File: config.mk
export PLATFORM = sky130hd
export DESIGN_NAME = meas_sequencer
export DESIGN_NICKNAME = d
export VERILOG_FILES = /design/src/rtl/meas_sequencer.sv
export SDC_FILE = /design/constraint.sdc
export NUM_CORES = 1
export LEC_CHECK = 0
export CAP_MARGIN = 20
export CORE_MARGIN = 2
export CORE_UTILIZATION = 43
export DETAILED_ROUTE_END_ITERATION = 8
export PLACE_DENSITY = 0.74
export SLEW_MARGIN = 40
export SYNTH_ARGS = -nofsm -noshare
export SYNTH_HDL_FRONTEND = slang
export SYNTH_SLANG_ARGS = --single-unit
File: constraint.sdc
create_clock -name clk -period 1.7 [get_ports clk]
set_clock_uncertainty 0.1 [all_clocks]
set_input_delay 0.51 -clock clk [delete_from_list [all_inputs] [get_ports clk]]
set_output_delay 0.51 -clock clk [all_outputs]
set_load 0.05 [all_outputs]
File: src/rtl/meas_sequencer.sv
// meas_sequencer: round-robin measurement sequencer over four sources
// (sensor, TDC, RO, RO2). Selects a source, waits for it to settle, samples
// it and presents the result with a valid/ready handshake.
// Optional build macro MEAS_SEQ_AVG_EN: sample each source over 4 cycles
// and present the average instead of a single sample.
module meas_sequencer #(
  parameter int unsigned SETTLE_CYCLES = 4
) (
  input  logic       clk,
  input  logic       rst_n,
  input  logic       run_i,
  input  logic [3:0] ch_mask_i,
  input  logic [7:0] meas_i,
  output logic [1:0] sel_o,
  output logic [7:0] res_data_o,
  output logic [1:0] res_ch_o,
  output logic       res_valid_o,
  input  logic       res_ready_i,
  output logic       busy_o
);

  typedef enum logic [1:0] {IDLE, SETTLE, SAMPLE, PRESENT} state_e;

  localparam logic [3:0] SETTLE_LOAD = 4'(SETTLE_CYCLES - 1);

  state_e     state_q, state_d;
  logic [1:0] ptr_q, ptr_d;
  logic [1:0] sel_q, sel_d;
  logic [1:0] res_ch_q, res_ch_d;
  logic [7:0] res_data_q, res_data_d;
  logic [3:0] cnt_q, cnt_d;
  logic [1:0] ptr_next;

`ifdef MEAS_SEQ_AVG_EN
  localparam logic [3:0] SAMPLE_LOAD = 4'd3;
  logic [9:0] acc_q, acc_d, acc_sum;
  assign acc_sum = acc_q + {2'b00, meas_i};
`endif

  // First enabled channel at or above start, wrapping 3->0.
  function automatic logic [1:0] first_enabled(input logic [3:0] mask,
                                               input logic [1:0] start);
    logic [1:0] idx;
    logic [1:0] pick;
    logic       found;
    pick  = start;
    found = 1'b0;
    for (int unsigned i = 0; i < 4; i++) begin
      idx = start + 2'(i);
      if (!found && mask[idx]) begin
        pick  = idx;
        found = 1'b1;
      end
    end
    return pick;
  endfunction

  assign ptr_next = res_ch_q + 2'd1;

  // State register and datapath registers.
  always_ff @(posedge clk or negedge rst_n) begin
    if (!rst_n) begin
      state_q    <= IDLE;
      ptr_q      <= '0;
      sel_q      <= '0;
      res_ch_q   <= '0;
      res_data_q <= '0;
      cnt_q      <= '0;
`ifdef MEAS_SEQ_AVG_EN
      acc_q      <= '0;
`endif
    end else begin
      state_q    <= state_d;
      ptr_q      <= ptr_d;
      sel_q      <= sel_d;
      res_ch_q   <= res_ch_d;
      res_data_q <= res_data_d;
      cnt_q      <= cnt_d;
`ifdef MEAS_SEQ_AVG_EN
      acc_q      <= acc_d;
`endif
    end
  end

  // Next-state logic: channel selection, settle/sample counting, handshake.
  always_comb begin
    state_d    = state_q;
    ptr_d      = ptr_q;
    sel_d      = sel_q;
    res_ch_d   = res_ch_q;
    res_data_d = res_data_q;
    cnt_d      = cnt_q;
`ifdef MEAS_SEQ_AVG_EN
    acc_d      = acc_q;
`endif
    unique case (state_q)
      IDLE: begin
        if (run_i && (ch_mask_i != '0)) begin
          state_d = SETTLE;
          sel_d   = first_enabled(ch_mask_i, ptr_q);
          cnt_d   = SETTLE_LOAD;
        end
      end
      SETTLE: begin
        if (!run_i) begin
          state_d = IDLE;
          cnt_d   = '0;
        end else if (cnt_q == '0) begin
          state_d = SAMPLE;
`ifdef MEAS_SEQ_AVG_EN
          cnt_d   = SAMPLE_LOAD;
          acc_d   = '0;
`endif
        end else begin
          cnt_d = cnt_q - 4'd1;
        end
      end
      SAMPLE: begin
`ifdef MEAS_SEQ_AVG_EN
        acc_d = acc_sum;
        if (cnt_q == '0) begin
          res_data_d = acc_sum[9:2];
          res_ch_d   = sel_q;
          state_d    = PRESENT;
        end else begin
          cnt_d = cnt_q - 4'd1;
        end
`else
        res_data_d = meas_i;
        res_ch_d   = sel_q;
        state_d    = PRESENT;
`endif
      end
      PRESENT: begin
        if (res_ready_i) begin
          ptr_d = ptr_next;
          // Next channel is chosen directly from the advanced pointer so a
          // running sequence goes straight back to SETTLE without an IDLE gap.
          if (run_i && (ch_mask_i != '0)) begin
            state_d = SETTLE;
            sel_d   = first_enabled(ch_mask_i, ptr_next);
            cnt_d   = SETTLE_LOAD;
          end else begin
            state_d = IDLE;
          end
        end
      end
      default: state_d = IDLE;
    endcase
  end

  assign sel_o       = sel_q;
  assign res_data_o  = res_data_q;
  assign res_ch_o    = res_ch_q;
  assign res_valid_o = (state_q == PRESENT);
  assign busy_o      = (state_q != IDLE);

endmodule
==> results of run 1 <==
logic make-up (layout without fill, tap and decap cells):
kind of cell,Yosys count,count (layout),share of synthesized area
AO/OA/AOI/OAI,36,36,0.218
adder cells (fa/ha/maj),2,2,0.0209
buffers and inverters,16,64,0.0647
flip-flops,20,20,0.418
multiplexers,10,10,0.0939
AND/OR/NAND/NOR,40,40,0.185
metal layers:
| layer | vias to the layer above | wire length (µm) |
|---|---|---|
| li1 | 543 | - |
| met2 | 24 | 1870 |
| met5 | - | 0 |
| met4 | 0 | 29 |
| met1 | 559 | 1310 |
| met3 | 6 | 86 |
placed cells by master (no fill, tap or decap), types with 2 or more instances in the layout:
master / netlist / routed
buf_4: 1 / 22
dfrtp_1: 20 / 17
buf_12: 0 / 13
mux2_2: 10 / 10
clkdlybuf4s50_1: 0 / 10
nand2b_1: 8 / 8
nor2_1: 8 / 8
inv_1: 8 / 7
a21oi_1: 7 / 6
nand2_1: 5 / 5
o21ai_0: 6 / 5
dlygate4sd2_1: 0 / 5
nand3_1: 4 / 4
nor2b_1: 4 / 4
a31oi_1: 4 / 4
a2111o_1: 3 / 3
dfrtp_2: 0 / 3
clkbuf_4: 0 / 3
o22ai_1: 2 / 2
a2bb2oi_1: 2 / 2
a32oi_1: 2 / 2
or2_2: 2 / 2
ha_1: 2 / 2
worst max-delay path, stage by stage (launching register included):
cell and delay, ps:
dfrtp_2 450, or2_4 280, buf_8 150
final cells by class:
| type | instances | area (µm²) |
|---|---|---|
| fillers | 214 | 838 |
| multi-input cells | 88 | 651 |
| repair buffers | 52 | 596 |
| flip-flops and latches | 20 | 504 |
| well taps | 31 | 38.8 |
| clock inverters | 1 | 30.0 |
| inverters | 8 | 30.0 |
| clock buffers | 3 | 22.5 |
worst max-delay path by stage:
stage / start / depth (start not counted) / endpoint / slack (ps)
floorplan: ch_mask_i[1] / 5 / sel_o[1] / 20
global placement: ch_mask_i[0] / 6 / cnt_q[2] / -480
detailed placement: ch_mask_i[1] / 6 / sel_o[1] / -620
CTS: state_q[0] / 2 / busy_o / -80
global route: state_q[0] / 2 / busy_o / -130
finish: state_q[0] / 2 / busy_o / -90
power by group:
part | switching, µW | total (µW) | internal (µW)
Sequential | 303 | 1020 | 719
Combinational | 1270 | 2580 | 1310
Clock | 152 | 390 | 238
state kept, by name, summed over array words and instances (netlist names), named ones only:
signal      cells
sel_o           2
res_data_o      8
cnt_q           4
state_q         1
res_ch_o        2
ptr_q           2
per-stage QoR:
step                      TNS [ps]  area (µm²)  power (µW)
after global placement       -2710        1720        3250
after floorplan                  0        1200        2270
after global routing          -298        1870        4210
after detailed placement     -3210        1720        3350
after CTS                    -83.0        1850        3930
final                         -105        1870        3990
repair_timing:
action                                 4_1_cts  5_1_grt
resized for setup                           16        4
pin swaps                                    5        0
setup endpoints to repair                    8       11
setup buffers                                7        1
endpoints found under the hold margin        0        0
==> key figures, run 1 <==
Synth
  • Synth Flop Type: dfrtp_1
  • Share of the synthesized area in the top cell type: 0.418
  • Post-synth EDFFs: 0
  • Yosys top cell by area: dfrtp_1
  • Distinct cell type count after synthesis: 40
  • Fraction of registers with async set or reset after synthesis: 1.00
  • Syn nets: 142
  • Post-Syn Instances: 124
  • Seq cells post-synth: 20
  • Syn Area/Cell: 9.67 µm²
  • Synth top cells by count: dfrtp_1 (20), mux2_2 (10), inv_1 (8), nand2b_1 (8), nor2_1 (8)
  • Warnings, synthesis: 0
  • Synthesized area: 1200 µm²
  • Synth top area cells: dfrtp_1 (42%), mux2_2 (9.4%), nand2b_1 (4.2%), a21oi_1 (2.9%), a2111o_1 (2.8%)
  • Most frequent cell after synthesis: dfrtp_1
  • Post-synthesis sequential area ratio: 0.418

Setup path
  • Worst Reg-to-Reg Cells: 5
  • CP Max Fanout: 4
  • CP Launch Type: register
  • Flop-to-flop setup slack: -10 ps
  • Critical path class: register to output port
  • Reg2reg start: state_q[0]
  • CP arrival: 1180 ps
  • Critical Path Sink Type: output port
  • WP data required: 1090 ps
  • Reg2reg end: cnt_q[3]

Floorplan
  • DIE AREA: 3230 µm²
  • Die Wd: 56.8 µm
  • Initial Utilization: 0.442
  • Row count: 19
  • IO Pins: 30
  • Core area: 2710 µm²
  • Die Ht: 56.8 µm

Cells and area
  • Antenna diode count: 0
  • NumNets Final: 191
  • Cell Count, Final, Fillers Out: 203
  • Fin util: 0.691
  • Area Overhead vs Synth: 56.2%
  • Share of layout cells above drive strength 1: 0.378

STA
  • RSZ-0062 raised after global routing: true
  • Finish-stage setup viols: 4
  • Minimum clock period: 1790 ps
  • Worst slew margin: 0.752
  • Hold Fails Final Rpt: 0
  • Hold_ws: 434 ps
  • Fin crit share: 1.05
  • Max frequency: 558 MHz
  • Worst setup margin: -90.8 ps
  • Final Slew Violations: 0
  • Worst slew pin tran: 366 ps

Detailed routing
  • Antenna viol nets, final: 0
  • Vias: 1132
  • # DRC: 0
  • Final wirelength: 3300 µm
  • DR WL/cell: 16.2 µm
  • DRT iter0 DRCs: 58
  • First-pass DRT Iterations: 4
  • Drt via density: 5.58

Place
  • Cells after DPL: 191
  • Port Buf Inserts: 29
  • Pre-CTS WS: -620 ps
  • Routability congestion estimate: 0.891
  • DP HPWL: 2380 µm

Global routing
  • Initial antenna violation count: 0
  • First-pass GRT wire length: 5450 µm
  • Grt ovf: 0
  • Overall Global Routing Usage: 0.215
  • Global Route met2 Usage: 0.405
  • Largest net degree at the start of global routing: 21
  • Global route hottest layer: met2
  • Vias in the first global route: 1201
  • GR Layer Usage met1: 0.249
  • M3 GR Usage: 0.0230

Clock tree
  • Num CTS Buffers: 3
  • CTS max path bufs: 2
  • Cell chosen for the clock root: clkbuf_4
  • CTS tree: yes
  • Post-CTS Hold Fix Bufs: 0
  • Clock sink total: 20
  • Worst skew pair latency: 300 ps
  • Clock transition at the registers of the reported paths: 120 ps
  • H-tree level count: 1

Hold path
  • Hold Path Class: primary input to asynchronous set/reset pin

Status
  • Failing checks: setup timing
  • Status: complete, but fails checks

Pwr
  • VDD IR max: 0.00191 V
  • PD cells: 2130 nW/µm²
  • P_leak: 0.000832 µW

Job
  • Max cap viols: 0
Note: power is estimated with default switching activity, not from simulation.
==> run 2, diff against run 1 <==
ABC_AREA = 1   (was unset)
CORE_UTILIZATION = 46   (was 43)
CTS_BUF_LIST = sky130_fd_sc_hd__clkbuf_16   (was unset)
PLACE_DENSITY = 0.76   (was 0.74)
SETUP_SLACK_MARGIN = 0.05   (was unset)
==> run 2 against run 1 <==
The flow still finishes with violations (setup timing). Largest cell class unchanged. Combinational power is 47% higher. Worst hold slack worse by 20 ps. Power is 36% higher. Global-route usage increased by 0.48 points. Non-clock buffer count grew 12. First-iteration DRC count increased by 38%. Maximum frequency rose by 4.4%. Clock-buffer cell count unchanged.
==> key figures, run 2 <==
Status
  • Status: complete, but fails checks (unchanged)
  • Failing checks: setup timing (unchanged)

Pwr
  • PD cells: 2340 nW/µm² (was 2130 nW/µm²)
  • P_leak: 0.00122 µW (was 0.000832 µW)
  • VDD IR max: 0.00164 V (was 0.00191 V)

Synth
  • Synth top area cells: dfrtp_1 (35%), nand2_1 (25%), nand3_1 (7.3%), inv_1 (5.5%), nand2_2 (4.4%) (was dfrtp_1 (42%), mux2_2 (9.4%), nand2b_1 (4.2%), a21oi_1 (2.9%), a2111o_1 (2.8%))
  • Syn nets: 235 (was 142)
  • Syn Area/Cell: 6.60 µm² (was 9.67 µm²)
  • Share of the synthesized area in the top cell type: 0.350 (was 0.418)
  • Synth top cells by count: nand2_1 (95), inv_1 (21), nand3_1 (21), dfrtp_1 (20) (was dfrtp_1 (20), mux2_2 (10), inv_1 (8), nand2b_1 (8), nor2_1 (8))
  • Post-Syn Instances: 217 (was 124)
  • Distinct cell type count after synthesis: 25 (was 40)
  • Synth Flop Type: dfrtp_1 (unchanged)
  • Most frequent cell after synthesis: nand2_1 (was dfrtp_1)
  • Fraction of registers with async set or reset after synthesis: 1.00 (unchanged)
  • Seq cells post-synth: 20 (unchanged)
  • Yosys top cell by area: dfrtp_1 (unchanged)
  • Synthesized area: 1430 µm² (was 1200 µm²)
  • Warnings, synthesis: 0 (unchanged)
  • Post-synth EDFFs: 0 (unchanged)
  • Post-synthesis sequential area ratio: 0.350 (was 0.418)

Detailed routing
  • Antenna viol nets, final: 0 (unchanged)
  • DRT iter0 DRCs: 80 (was 58)
  • # DRC: 0 (unchanged)
  • DR WL/cell: 12.6 µm (was 16.2 µm)
  • Drt via density: 4.97 (was 5.58)
  • First-pass DRT Iterations: 4 (unchanged)
  • Vias: 1567 (was 1132)
  • Final wirelength: 3980 µm (was 3300 µm)

Clock tree
  • H-tree level count: 1 (unchanged)
  • Cell chosen for the clock root: clkbuf_16 (was clkbuf_4)
  • Clock sink total: 20 (unchanged)
  • CTS max path bufs: 2 (unchanged)
  • CTS tree: yes (unchanged)
  • Worst skew pair latency: 250 ps (was 300 ps)
  • Num CTS Buffers: 3 (unchanged)
  • Clock transition at the registers of the reported paths: 60 ps (was 120 ps)
  • Post-CTS Hold Fix Bufs: 0 (unchanged)

Cells and area
  • Antenna diode count: 0 (unchanged)
  • Area Overhead vs Synth: 61.7% (was 56.2%)
  • Largest register FFs: 8 (unchanged)
  • Commonest non-fill, non-tap cells in the layout: nand2_1 (86), buf_4 (34), nand3_1 (21) (was buf_4 (22), dfrtp_1 (17), buf_12 (13))
  • Commonest non-fill, non-tap cell in the layout: nand2_1 (was buf_4)
  • Share of layout cells above drive strength 1: 0.387 (was 0.378)
  • Fin util: 0.771 (was 0.691)
  • Finished Cell Area: 2310 µm² (was 1870 µm²)
  • NumNets Final: 301 (was 191)

Place
  • Port Buf Inserts: 29 (unchanged)
  • DP HPWL: 2600 µm (was 2380 µm)
  • Area after DPL: 2030 µm² (was 1720 µm²)
  • Pre-CTS WS: -548 ps (was -620 ps)
  • Routability congestion estimate: 0.855 (was 0.891)

STA
  • RSZ-0062 raised after global routing: true (unchanged)
  • Worst slew margin: 0.761 (was 0.752)
  • Setup TNS: -15.6 ps (was -105 ps)
  • Minimum clock period: 1720 ps (was 1790 ps)
  • Final Slew Violations: 0 (unchanged)
  • Worst setup margin: -15.6 ps (was -90.8 ps)
  • Finish-stage setup viols: 1 (was 4)
  • Worst slew pin tran: 355 ps (was 366 ps)
  • Hold_ws: 414 ps (was 434 ps)
  • Max frequency: 583 MHz (was 558 MHz)
  • Fin crit share: 1.01 (was 1.05)
  • Hold Fails Final Rpt: 0 (unchanged)

Global routing
  • Vias in the first global route: 1350 (was 1201)
  • Overall Global Routing Usage: 0.220 (was 0.215)
  • Grt ovf: 0 (unchanged)
  • Initial antenna violation count: 0 (unchanged)
  • Largest net degree at the start of global routing: 21 (unchanged)
  • First-pass GRT wire length: 5960 µm (was 5450 µm)

Hold path
  • Hold Path Class: register to register (was primary input to asynchronous set/reset pin)
  • WHS Path Cells: 2

Floorplan
  • DIE AREA: 3570 µm² (was 3230 µm²)
  • Initial Utilization: 0.477 (was 0.442)
  • IO Pins: 30 (unchanged)
  • Core area: 3000 µm² (was 2710 µm²)
  • Die Wd: 59.8 µm (was 56.8 µm)
  • Row count: 20 (was 19)
  • Die Ht: 59.8 µm (was 56.8 µm)

Setup path
  • CP arrival: 1760 ps (was 1180 ps)
  • Critical path class: register to register (was register to output port)
  • WP data required: 1740 ps (was 1090 ps)
  • Worst Reg-to-Reg Cells: 14 (was 5)
  • Crit path cell chain: inv_4 > nand2_2 > nand2_2 > inv_2 > nand2_1 > nand2_2 > nor2_4 > nand2_2 > nand2_1 > nand2_1 > nand3_1 > nand2_1 > nand2_1 > nand2_1 (was or2_4 > buf_8)
  • CP Launch Type: register (unchanged)
  • Critical Path Sink Type: register (was output port)
  • Worst path max stage delay: 460 ps (was 450 ps)
  • Crit-path slowest cell: dfrtp_2 (unchanged)
  • Most used cell, CP: nand2_1
  • CP Max Fanout: 6 (was 4)

Job
  • Max cap viols: 0 (unchanged)
[run 2: area by class of cell]
type	count	area, µm²
Fill cell	198	688
Multi-Input combinational cell	167	861
Sequential cell	20	505
Timing Repair Buffer	64	693
Clock inverter	1	30.0
Inverter	27	109
Tap cell	33	41.3
Clock buffer	3	75.1
[run 2: routing by layer]
metal  part of all wire  wire [µm]  global-route usage
met2               0.51       2020               0.362
met1               0.44       1760               0.297
met3              0.032        126              0.0368
met5                  0          0                   0
met4              0.020         78              0.0635
[run 2: final timing paths]
path,end,slack [ps],start
worst min register to register,cnt_q[0],410,cnt_q[0]
worst min-delay path,cnt_q[0],410,cnt_q[0]
min in group asynchronous,res_data_o[6],490,rst_n
max in group asynchronous,res_ch_o[1],790,rst_n
worst max-delay path,sel_o[0],-20,res_ch_o[0]
worst max register to register,sel_o[0],-20,res_ch_o[0]
[run 2: cell families after synthesis]
logic type | after synthesis | synth area share
and+or+nand+nor | 147 | 0.469
AOI/OAI and AO/OA | 18 | 0.0708
buffers and inverters | 30 | 0.0927
DFF | 20 | 0.350
adders and majority gates | 2 | 0.0175
[run 2: per-stage QoR]
stage / total power (µW) / instances
floorplan: 3010 / 217
global placement: 4240 / 296
detailed placement: 4290 / 296
CTS: 5110 / 304
global route: 5770 / 315
finish: 5430 / 315
[run 2: repair_timing]
item	CTS	global route
gates cloned	0	0
endpoints found under the hold margin	0	0
buffers inserted	4	11
gates resized for setup	29	15
pin swaps	7	8
endpoints found under the setup margin	9	8
[run 2: worst max-delay path, delay by kind of cell, from the launching register on]
| family | cells | cell delay [ps] |
|---|---|---|
| and+or+nand+nor | 12 | 870 |
| buffers and inverters | 2 | 170 |
| DFF | 1 | 460 |
[run 2: where the power goes]
part	total (µW)	internal, µW	switching [µW]
clock network	647	467	180
logic	3790	1680	2100
registers	995	712	282
